## src/rtl/rr_hold_arbiter.sv

```systemverilog
// rr_hold_arbiter
//   Round-robin arbiter with grant hold for sharing one multi-cycle resource
//   between N requesters. A rotating one-hot pointer selects the winner
//   (pointer position first, wrapping upward). The registered grant is held
//   until the owner signals done, drops its request, or the hold limit fires.
//
//   state | meaning
//   ------+--------------------------------------------------------------
//   IDLE  | no owner, gnt = 0; any request is granted on the next edge
//   GRANT | one owner holds gnt; release on done / abort / hold limit
//
// Ports
//   clk        in   single clock, rising edge
//   rst        in   synchronous active-high reset
//   req[N]     in   per-requester request level
//   done       in   current owner finishes this cycle (ignored when idle)
//   gnt[N]     out  registered one-hot grant, zero when idle
//   gnt_id     out  binary index of gnt, zero when idle
//   gnt_valid  out  high when gnt != 0
//   timeout    out  one-cycle pulse after a hold-limit forced release
module rr_hold_arbiter #(
    parameter int N        = 4,
    parameter int MAX_HOLD = 16,
    parameter int IDW      = $clog2(N)
) (
    input  logic           clk,
    input  logic           rst,
    input  logic [N-1:0]   req,
    input  logic           done,
    output logic [N-1:0]   gnt,
    output logic [IDW-1:0] gnt_id,
    output logic           gnt_valid,
    output logic           timeout
);

    localparam int HW = (MAX_HOLD > 0) ? $clog2(MAX_HOLD + 1) : 1;
    localparam logic [HW-1:0] HOLD_MAX = HW'(MAX_HOLD);

    typedef enum logic {IDLE = 1'b0, GRANT = 1'b1} state_t;

    state_t        state_q, state_d;
    logic [N-1:0]  gnt_q, gnt_d;
    logic [N-1:0]  ptr_q, ptr_d;
    logic [HW-1:0] hold_q, hold_d;
    logic          timeout_q, timeout_d;

    logic [N-1:0]  ptr_rot;
    logic          owner_req;
    logic          at_limit;
    logic          release_now;

    // Doubled-vector kill chain: subtracting the one-hot pointer from {req,req}
    // borrows through the zero bits at and above the pointer, so the AND with
    // the inverted difference isolates the first request at/above the pointer,
    // wrapping into the upper copy. Folding both halves gives the one-hot winner.
    function automatic logic [N-1:0] rr_pick(input logic [N-1:0] r,
                                             input logic [N-1:0] p);
        logic [2*N-1:0] dreq;
        logic [2*N-1:0] dgnt;
        dreq = {r, r};
        dgnt = dreq & ~(dreq - {{N{1'b0}}, p});
        return dgnt[N-1:0] | dgnt[2*N-1:N];
    endfunction

    // Pointer after a release: one position above the current owner.
    assign ptr_rot     = {gnt_q[N-2:0], gnt_q[N-1]};
    assign owner_req   = |(req & gnt_q);
    assign at_limit    = (MAX_HOLD != 0) && (hold_q == HOLD_MAX);
    assign release_now = done | ~owner_req | at_limit;

    always_comb begin
        state_d   = state_q;
        gnt_d     = gnt_q;
        ptr_d     = ptr_q;
        hold_d    = hold_q;
        timeout_d = 1'b0;
        case (state_q)
            IDLE: begin
                if (|req) begin
                    gnt_d   = rr_pick(req, ptr_q);
                    hold_d  = HW'(1);
                    state_d = GRANT;
                end
            end
            GRANT: begin
                if (release_now) begin
                    ptr_d     = ptr_rot;
                    timeout_d = at_limit & ~done & owner_req;
                    gnt_d     = rr_pick(req, ptr_rot);
                    if (|gnt_d) begin
                        hold_d  = HW'(1);
                        state_d = GRANT;
                    end else begin
                        hold_d  = '0;
                        state_d = IDLE;
                    end
                end else if (MAX_HOLD != 0) begin
                    // No release implies the limit was not reached, so this
                    // increment saturates at MAX_HOLD.
                    hold_d = hold_q + HW'(1);
                end
            end
            default: begin
                state_d = IDLE;
                gnt_d   = '0;
                hold_d  = '0;
            end
        endcase
    end

    always_ff @(posedge clk) begin
        if (rst) begin
            state_q   <= IDLE;
            gnt_q     <= '0;
            ptr_q     <= {{(N-1){1'b0}}, 1'b1};
            hold_q    <= '0;
            timeout_q <= 1'b0;
        end else begin
            state_q   <= state_d;
            gnt_q     <= gnt_d;
            ptr_q     <= ptr_d;
            hold_q    <= hold_d;
            timeout_q <= timeout_d;
        end
    end

    always_comb begin
        gnt_id = '0;
        for (int i = 0; i < N; i++) begin
            if (gnt_q[i]) gnt_id = gnt_id | IDW'(i);
        end
    end

    assign gnt       = gnt_q;
    assign gnt_valid = |gnt_q;
    assign timeout   = timeout_q;

endmodule

```

## config.mk

```make
export PLATFORM = sky130hd
export DESIGN_NAME = rr_hold_arbiter
export DESIGN_NICKNAME = d
export VERILOG_FILES = /design/src/rtl/rr_hold_arbiter.sv
export SDC_FILE = /design/constraint.sdc
export NUM_CORES = 1
export LEC_CHECK = 0
export BUFFER_PORTS_ARGS = -buffer_cell sky130_fd_sc_hd__buf_4
export CAP_MARGIN = 0
export CORE_AREA = 2 2 58 60
export CTS_CLUSTER_SIZE = 20
export DETAILED_ROUTE_END_ITERATION = 6
export DIE_AREA = 0 0 60 62
export PLACE_DENSITY_LB_ADDON = 0.08
export SYNTH_ARGS = -nofsm -noshare
export SYNTH_HDL_FRONTEND = slang
export SYNTH_SLANG_ARGS = --single-unit
export TNS_END_PERCENT = 50
```

## constraint.sdc

```tcl
create_clock -name clk -period 2.8 [get_ports clk]
set_input_delay 0.42 -clock clk [delete_from_list [all_inputs] [get_ports clk]]
set_output_delay 0.42 -clock clk [all_outputs]
set_load 0.02 [all_outputs]
```

* Yosys cells after proc, flatten, opt, wreduce, memory -nomap -nowiden
Index checks and enable logic that the tools add are counted.
** Storage, ports and cells
- Bits in registers :: 15
- Input port bits :: 7
- Logic and storage cells :: 47
- Output and inout bits :: 8
** Operators by class
- Reductions and logical operators :: 7
- Equal/unequal tests :: 3
- Bitwise operators :: 15
- Add/sub/neg operators :: 3
- Mux-type cells :: 14
** Operators with widths (number)
- 8-bit AND :: 2
- 8-bit NOT :: 2
- 4-bit OR reduction :: 4
- 8-bit by 4-bit subtractor with 8-bit output :: 2
- 5-bit two-way mux :: 2
- 5-bit case mux with 2 select lines :: 1
- 4-bit two-way mux :: 2
- 4-bit bitwise OR :: 2
- 4-bit case mux with 2 select lines :: 1
- 5-bit by 1-bit adder with 5-bit output (second input constant) :: 1
- 5-bit equality test (second input constant) :: 1
- 1-bit two-way mux :: 5
- 4-bit AND :: 1
- 2-bit two-way mux :: 2
- 1-bit NOT :: 4
- 2-bit AND reduction :: 2
- 3-bit OR reduction :: 1
- 1-bit AND :: 2
- 2-bit by 1-bit inequality test with 1-bit output (second input constant) :: 1
- 2-bit inequality test (second input constant) :: 1
- 1-bit bitwise OR :: 2
- 1-bit case mux with 2 select lines :: 1

* Longest topological paths before layout
Gate-level depths: netlist of run 1.
- Depth in word-level cells :: 8
- Mapped depth :: 8
- Gate-level depth less buffers :: 7

* Worst setup path before layout of run 1
No wires, ideal clock.
- Path type :: input to register
- Start :: in req[0]
- End :: reg gnt_q[1] (netlist: gnt[1])
- Data arrival time :: 1825 ps
- Stages on the path :: 7
- Buffers on the path :: 1
- Library setup time :: 101 ps
- Required time :: 2699 ps
- Slack :: 874 ps
- Cells stage by stage :: buf_6 and2b_2 fa_1 nand2b_1 o22ai_1 and2_1 o41ai_1
** Between the ends
- Longest elaborated chain between the ends :: 7
** Ends and longest elaborated chain
- start, declared :: line 28 : input logic [N-1:0] req,
- branches (longest 7 deep; another with 8-bit by 4-bit subtractor with 8-bit output)
- end signal, assigned :: line 120 : gnt_q <= gnt_d;
- end, declared :: line 42 : logic [N-1:0] gnt_q, gnt_d;
Several ways; the timed one is not identified. The select of a mux whose other input is x is not followed.
A chain may end at the register's enable or synchronous reset.

* Worst setup path in the final report of run 1
- Start :: reg gnt_q[3] (netlist: gnt[3])
- End :: reg state_q
** Between the ends
- Longest elaborated chain between the ends :: 8
** Ends and longest elaborated chain
- 8-bit by 4-bit subtractor with 8-bit output :: line 61 : dgnt = dreq & ~(dreq - {{N{1'b0}}, p});
- 8-bit NOT :: line 61
- 8-bit AND :: line 61
- 4-bit bitwise OR :: line 62 : return dgnt[N-1:0] | dgnt[2*N-1:N];
- 4-bit OR reduction :: line 90 : if (|gnt_d) begin
- 1-bit two-way mux :: line 90
- 1-bit two-way mux (*) :: line 86 : if (release_now) begin
- 1-bit case mux with 2 select lines (*) :: line 77 : case (state_q)
- end signal, assigned :: line 119 : state_q <= state_d;
- end, declared :: line 41 : state_t state_q, state_d;
Every way passes the cells marked *; elsewhere a longest branch is shown, timed or not.

==> out/results.tsv, run 1 <==
metric	value	unit
status	finished, final reports clean	
yosys_warnings	0	
cts.sinks	15	
final_area	0.00130	mm^2
place_congestion	0.873	
die_area	0.00372	mm^2
post-route-min-period	2.02	ns
r2r-start	gnt[3]$_SDFFE_PP0P_	
start_kind	flip-flop	
coreArea	0.00318	mm^2
drt-met1-wl	1250	um
drtPass1Iterations	4	
antenna_found_initial	0	
grt_pass1_vias	948	
hold_viol	0	
grt_max_degree	15	
startpoint	gnt[3]$_SDFFE_PP0P_	
die_x	60	um
hold_path_class	input pin to flip-flop	
synth_edf_count	0	
grt_usage	0.170	
crit_required	2.99	ns
clkTransAtPathRegs	0.11	ns
cts_tree	built	
p_leak	0.549	nW
finalMaxSlewViolations	0	
synth.most_common_cell	dfxtp_1	
met3WireLength	97	um
rsz0062_at_grt	no	
ys.flop_type	dfxtp_1	
period_share	0.721	
synth_commonest_cells	dfxtp_1, inv_1, nor2_1	
h-tree-depth	1	
fin_ws	0.781	ns
clk_path_buf_depth	2	
powerDensity	589	mW/mm^2
cp-end-kind	flip-flop	
crit_fanout	8	
io_buffers	14	
wl_per_cell	14.2	um
drcViolationCount	0	
dpl.hpwl	2140	um
cp.arrival	2.21	ns
n_fill_cell	346	
synthTopCellsByArea	dfxtp_1, ha_1, mux2i_1	
synth_top_area_frac	0.268	
post-cts-setup-buffer-count	0	
fin_skew	0.00818	ns
grt-ovfl-total	0	
areaGrowthSynthToFinish	15.9	%
netlist_instances	133	
finalSetupViolCount	0	
antenna_cells	0	
place_ws	0.702	ns
cts_root_buf	clkbuf_4	
num_rows	21	
worst_slew_pin_slew	0.410	ns
post_cts_resized	0	
fmax	495	MHz
postCtsHoldBufs	0	
post_synth_num_cell_types	47	
start_util	0.353	
num_vias	1045	
cts_buffers	3	
synth_area_leader_cell	dfxtp_1	
maxCapViolations	0	
routed_wl	2760	um
die_y	62	um
fin_nets	167	
ys_seq_area_frac	0.268	
highest_layer	met4	
wl_met2	1380	um
vdd_ir_drop_max	0.182	mV
synth_area	0.00112	mm^2
via_per_inst	5.36	
clock_latency	0.30	ns
grt_first_pass_wirelength	4620	um
postPlaceCellArea	0.00127	mm^2
drt_iter0_drc	53	
relSlewSlack	0.726	
ant_nets	0	
async_reset_ff_frac	0	
setup-tns-final	0	ns
worstHoldStart	rst	
synth_area_per_cell	8.44	um^2
postSynthNetCount	150	
drive_gt1_frac	0.208	
ios	15	
ys_seq_elements	15	
worst-setup-path-type	flip-flop to flip-flop	
[power by group]
part           switching, mW  leakage (nW)  internal, mW  total (mW)
Combinational          0.185         0.408         0.157       0.342
Clock                 0.0826        0.0177        0.0533       0.136
Sequential            0.0467         0.123         0.242       0.288
[final timing paths]
path / to / slack, ns / cells past startpoint
setup / recovery: state_q$_SDFF_PP0_ / 0.78 / 6
hold / removal: gnt[0]$_SDFFE_PP0P_ / 0.40 / 2
setup reg to reg: state_q$_SDFF_PP0_ / 0.78 / 6
hold reg to reg: ptr_q[3]$_SDFFE_PP0P_ / 0.51 / 2
[critical path, cell delays in order (launching register included)]
cell and delay [ns]:
dfxtp_1 0.52, and2b_2 0.23, fa_1 0.42, nand2b_1 0.15
o22ai_1 0.20, a2bb2oi_1 0.29, a21oi_1 0.11
[cell usage in the layout, fill, tap and decap left out, types with 3 or more instances in the layout]
cell type and count:
dfxtp_1 15, buf_4 15, inv_1 11, nor2_1 10, nand2_1 9, a21oi_1 8, ha_1 8, o22ai_1 5
nor2b_1 5, mux2i_1 5, o21ai_0 4, nor4_1 3, nand3_1 3, clkbuf_4 3
[sequential cells by signal, indices dropped and copies added, names as in the netlist]
register and count:
gnt 4, hold_q 5, ptr_q 4, state_q 1, timeout 1
[metrics by stage]
| step | instances | utilization | total power, mW | hold WS [ns] |
|---|---|---|---|---|
| floorplan | 133 | - | 0.530 | 0.457 |
| global placement | 191 | 0.401 | 0.634 | 0.484 |
| detailed placement | 191 | 0.401 | 0.634 | 0.487 |
| CTS | 195 | 0.409 | 0.765 | 0.406 |
| global route | 195 | 0.409 | 0.822 | 0.406 |
| finish | 195 | 0.409 | 0.766 | 0.402 |
[routing by layer]
layer,vias to the layer above,track usage
met2,24,0.292
met3,5,0.0248
met1,495,0.220
met5,-,0
li1,521,-
met4,0,0.0571
[area by class of cell]
type	instances	area, um^2	area share
clock buffer	3	22.5	0.0173
clock inverter	1	5.00	0.00385
inverter	11	41.3	0.0317
multi-input combinational	104	762	0.586
sequential	15	300	0.231
tap	46	57.6	0.0442
timing repair buffer	15	113	0.0865
[logic make-up (layout without fill, tap and decap cells)]
group,after synthesis,in the layout,share of synthesized area
AOI/OAI and AO/OA,38,38,0.239
and+or+nand+nor,48,48,0.247
adders and majority gates,10,10,0.125
DFF,15,15,0.268
muxes,5,5,0.0446
xor gates and xnor gates,3,3,0.0234
buffers and inverters,14,30,0.0535
Power figures use the tool's default switching activity.
==> run 2: changes to the inputs <==
Settings changed: ABC_AREA set to 1, CORE_AREA 2 2 58 60 to 2 2 60 62, DIE_AREA 0 0 60 62 to 0 0 62 64.
Clock period 2.8 ns to 2 ns, I/O delays scaled along.
==> run 2 against run 1 <==
Against the previous run: setup slack worse by 0.56 ns; critical path depth up 3; die area increased by 6.7%; count of clock-buffer cells in the layout grew 1; sequential share of layout area shrank 2.4 points; clock skew down 0.0036 ns; via count is 17% higher; utilization increased by 3.3 points; global-route usage grew 0.83 points; fmax is 13% higher; final cell count increased by 27%; largest cell class unchanged.
==> out/results.tsv, run 2 <==
metric	value	unit	change
n_fill_cell	373		+7.8%
areaGrowthSynthToFinish	17.9	%	
cp.arrival	1.96	ns	-0.25 ns
synth_commonest_cells	nand2_1, inv_1, dfxtp_1		
fmax	561	MHz	+13%
wl_per_cell	12.7	um	-11%
largest_reg_flops	5		unchanged
grt_usage	0.178		+0.00828
start_util	0.375		+0.0222
p_leak	0.710	nW	+29%
antenna_found_initial	0		unchanged
postSynthNetCount	195		+30%
synth_area_per_cell	6.92	um^2	-18%
die_area	0.00397	mm^2	+6.7%
fin_util	0.442		+0.0330
power.total	1.05	mW	+37%
r2r_setup_slack	0.22	ns	-0.56 ns
h-tree-depth	1		unchanged
drt_iter0_drc	68		+28%
vdd_ir_drop_max	0.406	mV	+120%
coreArea	0.00328	mm^2	+3.3%
antenna_cells	0		unchanged
worst_slew_pin_slew	0.409	ns	-0.00183 ns
fin_nets	219		+31%
r2r-start	gnt[3]$_SDFFE_PP0P_		
crit_required	2.17	ns	-0.82 ns
place_inst	243		+27%
postPlaceCellArea	0.00143	mm^2	+12%
io_buffers	14		unchanged
maxCapViolations	0		unchanged
finalMaxSlewViolations	0		unchanged
final_cell_mix	nand2_1, inv_1, buf_4		
netlist_instances	178		+34%
cts.sinks	15		unchanged
ant_nets	0		unchanged
critPathSlowestCell	fa_1		
synth.most_common_cell	nand2_1		
ios	15		unchanged
postCtsHoldBufs	0		unchanged
synthTopCellsByArea	dfxtp_1, nand2_1, inv_1		
fin_skew	0.00454	ns	-0.00364 ns
relSlewSlack	0.727		+0.000851
clk_path_buf_depth	2		unchanged
regMostFlops	hold_q		
startpoint	gnt[3]$_SDFFE_PP0P_		
timing.rr.end	gnt[2]$_SDFFE_PP0P_		
final_area	0.00145	mm^2	+12%
place_congestion	0.867		-0.79%
drive_gt1_frac	0.204		-0.00407
async_reset_ff_frac	0		unchanged
die_x	62	um	+3.3%
worst_path_largest_cell_delay	0.39	ns	-0.13 ns
grt-ovfl-total	0		unchanged
multi_input_comb_area	803	um^2	+5.4%
synth_area_leader_cell	dfxtp_1		
via_per_inst	4.97		-7.3%
cp-end-kind	flip-flop		
finalSetupViolCount	0		unchanged
start_kind	flip-flop		
hold_path_class	input pin to flip-flop		
post-cts-setup-buffer-count	0		unchanged
drtPass1Iterations	4		unchanged
synth_area	0.00123	mm^2	+9.8%
crit_fanout	3		-5
routed_wl	3130	um	+13%
synth_edf_count	0		unchanged
holdWs	0.207	ns	-0.195 ns
ys_seq_area_frac	0.244		-0.0239
post-route-min-period	1.78	ns	-0.236 ns
worst-setup-path-type	flip-flop to flip-flop		
powerDensity	722	mW/mm^2	+23%
cts_buffers	3		unchanged
ys.flop_type	dfxtp_1		
dpl.hpwl	2570	um	+20%
worstPathCellList	nand2_4 -> inv_1 -> fa_1 -> nand3b_1 -> nand2_1 -> nor2_1 -> or3_1 -> nand3_1 -> a21oi_1		
post_cts_resized	0		unchanged
clock_latency	0.28	ns	-0.02 ns
die_y	64	um	+3.2%
fin_ws	0.217	ns	-0.564 ns
hold_viol	0		unchanged
setup-tns-final	0	ns	unchanged
grt_max_degree	11		-4
synth_top_area_frac	0.244		-0.0239
regArea	300	um^2	unchanged
period_share	0.892		+0.171
post_synth_num_cell_types	33		-30%
yosys_warnings	0		unchanged
endpoint	gnt[2]$_SDFFE_PP0P_		
ff2ff_path_depth	9		+3
layoutNonFillerInstCount	247		+27%
rsz0062_at_grt	no		
cts_tree	built		
place_ws	0.0857	ns	-0.617 ns
grt_pass1_vias	1161		+22%
ys_seq_elements	15		unchanged
cts_root_buf	clkbuf_4		
clkTransAtPathRegs	0.09	ns	-0.02 ns
num_rows	21		unchanged
drcViolationCount	0		unchanged
status	finished, final reports clean		
final_common_cell	nand2_1		
num_vias	1227		+17%
grt_first_pass_wirelength	5320	um	+15%
-- run 2: cell count changes in the layout (fill, tap and decap cells not counted), moves of 3 or more --
cell,previous run,this run
o21ai_1,0,4
o22ai_1,5,0
nand2_1,9,41
nor4_1,3,0
o211ai_1,0,4
inv_1,11,27
a21oi_1,8,12
nand4_1,0,4
nand2_4,0,5
mux2i_1,5,0
nand3_1,3,14
nor2b_1,5,0
buf_4,15,20
-- run 2: area by class of cell --
cell class,count,area share
multi-input combinational,132,0.553
sequential,15,0.207
timing repair buffer,20,0.103
inverter,30,0.0792
tap,46,0.0396
clock buffer,4,0.0181
-- run 2: logic make-up after synthesis --
logic type,after synthesis,share of synthesized area
DFF,15,0.244
buffers and inverters,31,0.105
and+or+nand+nor,88,0.365
adders and majority gates,10,0.114
xor gates and xnor gates,1,0.00711
AOI/OAI and AO/OA,33,0.165
-- run 2: how the worst min path moves through the flow --
| stage | to | depth (start not counted) | slack [ns] | from |
|---|---|---|---|---|
| CTS | hold_q[0]$_SDFFE_PP0P_ | 2 | 0.20 | rst |
| global placement | ptr_q[2]$_SDFFE_PP0P_ | 2 | 0.46 | ptr_q[2]$_SDFFE_PP0P_ |
| global route | hold_q[0]$_SDFFE_PP0P_ | 2 | 0.20 | rst |
| floorplan | hold_q[0]$_SDFFE_PP0P_ | 1 | 0.36 | rst |
| finish | hold_q[0]$_SDFFE_PP0P_ | 2 | 0.21 | rst |
| detailed placement | ptr_q[3]$_SDFFE_PP0P_ | 2 | 0.48 | ptr_q[3]$_SDFFE_PP0P_ |
-- run 2: power by group --
| part | switching (mW) | leakage (nW) | internal (mW) |
|---|---|---|---|
| clock network | 0.0941 | 0.0150 | 0.0774 |
| registers | 0.0322 | 0.123 | 0.329 |
| logic | 0.316 | 0.572 | 0.200 |
| total | 0.442 | 0.710 | 0.606 |
-- run 2: routing by layer --
layer	wire (um)	up-vias	track usage
met5	0	-	0
met4	63	0	0.0452
met3	80	6	0.0445
met2	1490	18	0.283
met1	1500	564	0.237
li1	-	639	-
-- run 2: worst max-delay path, delay by kind of cell (launching register included) --
family          cells  cell delay, ns
fa+ha+maj           1            0.39
compound gates      1            0.07
buf+inv             1            0.05
simple gates        6            0.81
flops               1            0.35
